==> src/rtl/crossbar_2m2s_core.sv <==
// Two-master / two-slave request/ack crossbar.
// Address MSB selects the slave; each slave has its own round-robin arbiter.
module crossbar_2m2s_core #(
  parameter int AW = 32,
  parameter int DW = 32
) (
  input  logic          clk,
  input  logic          rst,
  input  logic          master_1_req,
  input  logic          master_1_cmd,
  input  logic [AW-1:0] master_1_addr,
  input  logic [DW-1:0] master_1_wdata,
  output logic          master_1_ack,
  output logic [DW-1:0] master_1_rdata,
  input  logic          master_2_req,
  input  logic          master_2_cmd,
  input  logic [AW-1:0] master_2_addr,
  input  logic [DW-1:0] master_2_wdata,
  output logic          master_2_ack,
  output logic [DW-1:0] master_2_rdata,
  output logic          slave_1_req,
  output logic          slave_1_cmd,
  output logic [AW-1:0] slave_1_addr,
  output logic [DW-1:0] slave_1_wdata,
  input  logic          slave_1_ack,
  input  logic [DW-1:0] slave_1_rdata,
  output logic          slave_2_req,
  output logic          slave_2_cmd,
  output logic [AW-1:0] slave_2_addr,
  output logic [DW-1:0] slave_2_wdata,
  input  logic          slave_2_ack,
  input  logic [DW-1:0] slave_2_rdata
);

  logic [1:0]      sel;
  logic [1:0][1:0] rq;
  logic [1:0]      sack;
  logic [1:0]      own_v;
  logic [1:0]      own_id;
  logic [1:0]      ptr;
  logic [1:0]      gv;
  logic [1:0]      gid;

  assign sel   = {master_2_addr[AW-1], master_1_addr[AW-1]};
  assign rq[0] = {master_2_req & ~sel[1], master_1_req & ~sel[0]};
  assign rq[1] = {master_2_req &  sel[1], master_1_req &  sel[0]};
  assign sack  = {slave_2_ack, slave_1_ack};

  // rq[s][n]: master n (0=M1) is requesting slave s (0=S1)
  always_comb begin
    gv  = '0;
    gid = '0;
    for (int s = 0; s < 2; s++) begin
      if (own_v[s] && rq[s][own_id[s]]) begin
        gv[s]  = 1'b1;
        gid[s] = own_id[s];
      end else begin
        unique case (rq[s])
          2'b01: begin
            gv[s]  = 1'b1;
            gid[s] = 1'b0;
          end
          2'b10: begin
            gv[s]  = 1'b1;
            gid[s] = 1'b1;
          end
          2'b11: begin
            gv[s]  = 1'b1;
            gid[s] = ptr[s];
          end
          default: begin
            gv[s]  = 1'b0;
            gid[s] = 1'b0;
          end
        endcase
      end
    end
  end

  // Lock owner until ack; on completion hand priority to the other master
  always_ff @(posedge clk or posedge rst) begin
    if (rst) begin
      own_v  <= '0;
      own_id <= '0;
      ptr    <= '0;
    end else begin
      for (int s = 0; s < 2; s++) begin
        if (gv[s] && sack[s]) begin
          own_v[s] <= 1'b0;
          ptr[s]   <= ~gid[s];
        end else if (gv[s]) begin
          own_v[s]  <= 1'b1;
          own_id[s] <= gid[s];
        end else begin
          own_v[s] <= 1'b0;
        end
      end
    end
  end

  assign slave_1_req   = gv[0];
  assign slave_1_cmd   = gv[0] & (gid[0] ? master_2_cmd : master_1_cmd);
  assign slave_1_addr  = !gv[0] ? '0 :
                         (gid[0] ? master_2_addr : master_1_addr);
  assign slave_1_wdata = !gv[0] ? '0 :
                         (gid[0] ? master_2_wdata : master_1_wdata);

  assign slave_2_req   = gv[1];
  assign slave_2_cmd   = gv[1] & (gid[1] ? master_2_cmd : master_1_cmd);
  assign slave_2_addr  = !gv[1] ? '0 :
                         (gid[1] ? master_2_addr : master_1_addr);
  assign slave_2_wdata = !gv[1] ? '0 :
                         (gid[1] ? master_2_wdata : master_1_wdata);

  logic [1:0] g1;
  logic [1:0] g2;

  assign g1 = {gv[1] & ~gid[1], gv[0] & ~gid[0]};
  assign g2 = {gv[1] &  gid[1], gv[0] &  gid[0]};

  assign master_1_ack   = |(g1 & sack);
  assign master_2_ack   = |(g2 & sack);
  assign master_1_rdata = ({DW{g1[0]}} & slave_1_rdata) |
                          ({DW{g1[1]}} & slave_2_rdata);
  assign master_2_rdata = ({DW{g2[0]}} & slave_1_rdata) |
                          ({DW{g2[1]}} & slave_2_rdata);

endmodule

==> config.mk <==
export PLATFORM = sky130hd
export DESIGN_NAME = crossbar_2m2s_core
export DESIGN_NICKNAME = d
export VERILOG_FILES = /design/src/rtl/crossbar_2m2s_core.sv
export SDC_FILE = /design/constraint.sdc
export NUM_CORES = 1
export LEC_CHECK = 0
export BUFFER_PORTS_ARGS = -buffer_cell sky130_fd_sc_hd__buf_2
export CAP_MARGIN = 20
export CELL_PAD_IN_SITES_DETAIL_PLACEMENT = 1
export CELL_PAD_IN_SITES_GLOBAL_PLACEMENT = 1
export CORE_AREA = 10 10 148 150
export CTS_CLUSTER_DIAMETER = 120
export CTS_CLUSTER_SIZE = 28
export DETAILED_ROUTE_END_ITERATION = 16
export DIE_AREA = 0 0 158 160
export GPL_TIMING_DRIVEN = 0
export HOLD_SLACK_MARGIN = 0.05
export MAX_ROUTING_LAYER = met4
export PLACE_DENSITY = 0.81
export SYNTH_ARGS = -nofsm -noshare
export SYNTH_HDL_FRONTEND = slang
export SYNTH_SLANG_ARGS = --single-unit
==> constraint.sdc <==
create_clock -name clk -period 4.5 [get_ports clk]
set_clock_uncertainty 0.1 [all_clocks]
set_input_delay 1.125 -clock clk [delete_from_list [all_inputs] [get_ports clk]]
set_output_delay 1.125 -clock clk [all_outputs]
set_load 0.01 [all_outputs]
==> run metrics <==
outcome=completed; design area=5150 µm²; Root Driver=clkbuf_16; hold buffers post-CTS=0; Die Y=between 150 and 200 µm; unrepaired setup endpoints after global routing=false; class of the worst hold path=reg -> reg; post-cts repair resize count=0; Reg2Reg Launch Point=own_id[0]; Design Power=894.5 µW; number of synthesized flops with an enable pin=0; top_reg_cell synth=dfrtp_1; # DRC=0; HPWL Detailed=21440 µm; 1st-iter DRT viols=235; Placement Rows=51; fmax=256.6 MHz; cell area after synthesis=2783 µm²; Reg-to-Reg End=own_id[0]; critical path capture point=slave_2_addr[29]; die area=between 20000 and 30000 µm²; Die W=between 150 and 200 µm; Crit. End Element=output pin; Post-Synthesis Cells=423; WL final=25410 µm; worst-margin pin slew=0.5808 ns; setup tns final=0 ns; R2R setup slack=2.79 ns; Worst Setup Start Kind=input port; Max Root-Sink Buffers=2; per-cell routed wire length=23.86 µm; vias in the first global route=5745; Fill cells=2507; Rel. slew slack=61.14%; first-pass GRT wire length=approximately 36000 µm; initial antenna violation count=4; Final Max Tran Viols=0; Synth Area per Inst=6.578 µm²; CTS tree=done; grt ovf=0; dpl cell area=around 5000 µm²; area grow syn2layout=85.07%; # setup viols final=0; sequential fraction of the synthesis area=5.396%; Clock transition at path regs=0.03 ns; post-route minimum period=slightly below 4 ns; I/O Buffers=approximately 400; I/O pins=398; Fin. Hold Viols=0; H-tree depth=1; number of synthesized register bits=6; async set-reset flop share out of synthesis=100.0%; Pre-antenna DRT Iters=4; gpl congestion=0.8925; pre-CTS WS=0.5404 ns; ANT nets after route=0; Worst Path Required=3.27 ns; Max-Cap Viols=0; Syn. warnings=0; core area=19080 µm²; Sink Count=6; Initial Util=14.58%; Cell variety after synth=22; Pleak=2.980 nW; CTS Buf Count=3; nets@finish=1024; gr usage total=18.62%; Post-CTS Setup Bufs=0; Net Count, Synth=623; VDD IR max=84.75 µV; reg2reg path depth=5; Final Cycle Share=between 80% and 90%; largest net degree at the start of global routing=11; vias per cell=4.953; Power Density=173.7 nW/µm²; worst skew pair latency=0.23 ns; setup ws final=0.6022 ns; CP Max Fanout=10; critical path startpoint=master_1_addr[31]; critical path type=in -> out; layout cells sized above 1=54.74%; critical path arrival=about 2.7 ns; vias post-DR=5275
worst min path at each step:
stage,from,to,cells past startpoint
floorplan,ptr[0],ptr[0],2
global placement,ptr[0],ptr[0],2
detailed placement,ptr[0],ptr[0],2
CTS,ptr[0],ptr[0],2
global route,own_id[0],own_id[0],2
finish,ptr[0],ptr[0],2
cell usage in the layout (no fill, tap or decap), drive strengths merged:
cell type,netlist,final
conb,1,1
nor2b,2,2
nand2b,2,2
o32ai,1,1
a21oi,13,13
diode,0,5
nand2,133,133
dfrtp,6,6
a22o,129,129
mux2i,2,2
and2,3,3
nand3b,1,1
o21a,1,1
o22ai,64,64
inv,3,3
mux2,1,1
nor2,3,3
buf,48,444
clkbuf,10,13
cells by family after synthesis:
| logic type | synth area share (%) |
|---|---|
| mux | 1.259 |
| flops | 5.396 |
| buf+inv | 14.70 |
| compound gates | 58.32 |
| simple gates | 20.19 |
| other cells | 0.1348 |
stage by stage:
step | std cells | util (%) | hold slack [ns]
after floorplan | 423 | - | 0.3904
final | 1065 | 26.99 | 0.4624
after CTS | 1060 | 26.93 | 0.4602
after detailed placement | 1057 | 26.53 | 0.4380
after global placement | 1057 | 26.53 | 0.4037
after global routing | 1064 | 26.98 | 0.4939
sequential cells by signal (all words and copies together) (netlist names):
register and flops:
own_v 2, ptr 2, own_id 2
worst max-delay path, stage by stage:
cell and delay, ns:
buf_2 0.12, and2_1 0.16, buf_6 0.14, a21oi_2 0.23, buf_2 0.30, buf_4 0.23
a22o_1 0.21, buf_2 0.16
Yosys cell counts (all sizes together) (2+ instances only):
master | instances | area [µm²]
nand2 | 133 | 499.2
o22ai | 64 | 400.4
buf | 48 | 360.3
a22o | 129 | 1130
nor2b | 2 | 12.51
dfrtp | 6 | 150.1
nand2b | 2 | 12.51
mux2i | 2 | 20.02
inv | 3 | 11.26
a21oi | 13 | 76.33
nor2 | 3 | 11.26
and2 | 3 | 18.77
clkbuf | 10 | 37.54
report_power, final:
| part | leakage (nW) | internal, mW | total [mW] | switching [mW] |
|---|---|---|---|---|
| registers | 0.0729 | 0.0619 | 0.0677 | 0.00583 |
| clock network | 0.0370 | 0.114 | 0.145 | 0.0309 |
| logic | 2.87 | 0.291 | 0.682 | 0.391 |
cell type report:
type	count	area, µm²	share of cell area [%]
inverter	3	11.26	0.2187
multi-input combinational	356	2223	43.17
sequential	6	150.1	2.915
timing repair buffer	396	1982	38.48
tap	238	297.8	5.782
buffer	58	397.9	7.726
clock buffer	3	75.07	1.458
antenna	5	12.51	0.2430
routing by layer:
metal | global-route usage (%) | vias to the layer above | share of wire (%) | routed length (µm)
li1 | - | 2426 | - | -
met1 | 20.80 | 2549 | 41 | 10310
met2 | 32.06 | 274 | 49 | 12430
met3 | 4.271 | 26 | 8.0 | 2028
met4 | 5.813 | 0 | 2.5 | 640
met5 | - | - | 0 | 0
Power figures use the tool's default switching activity.
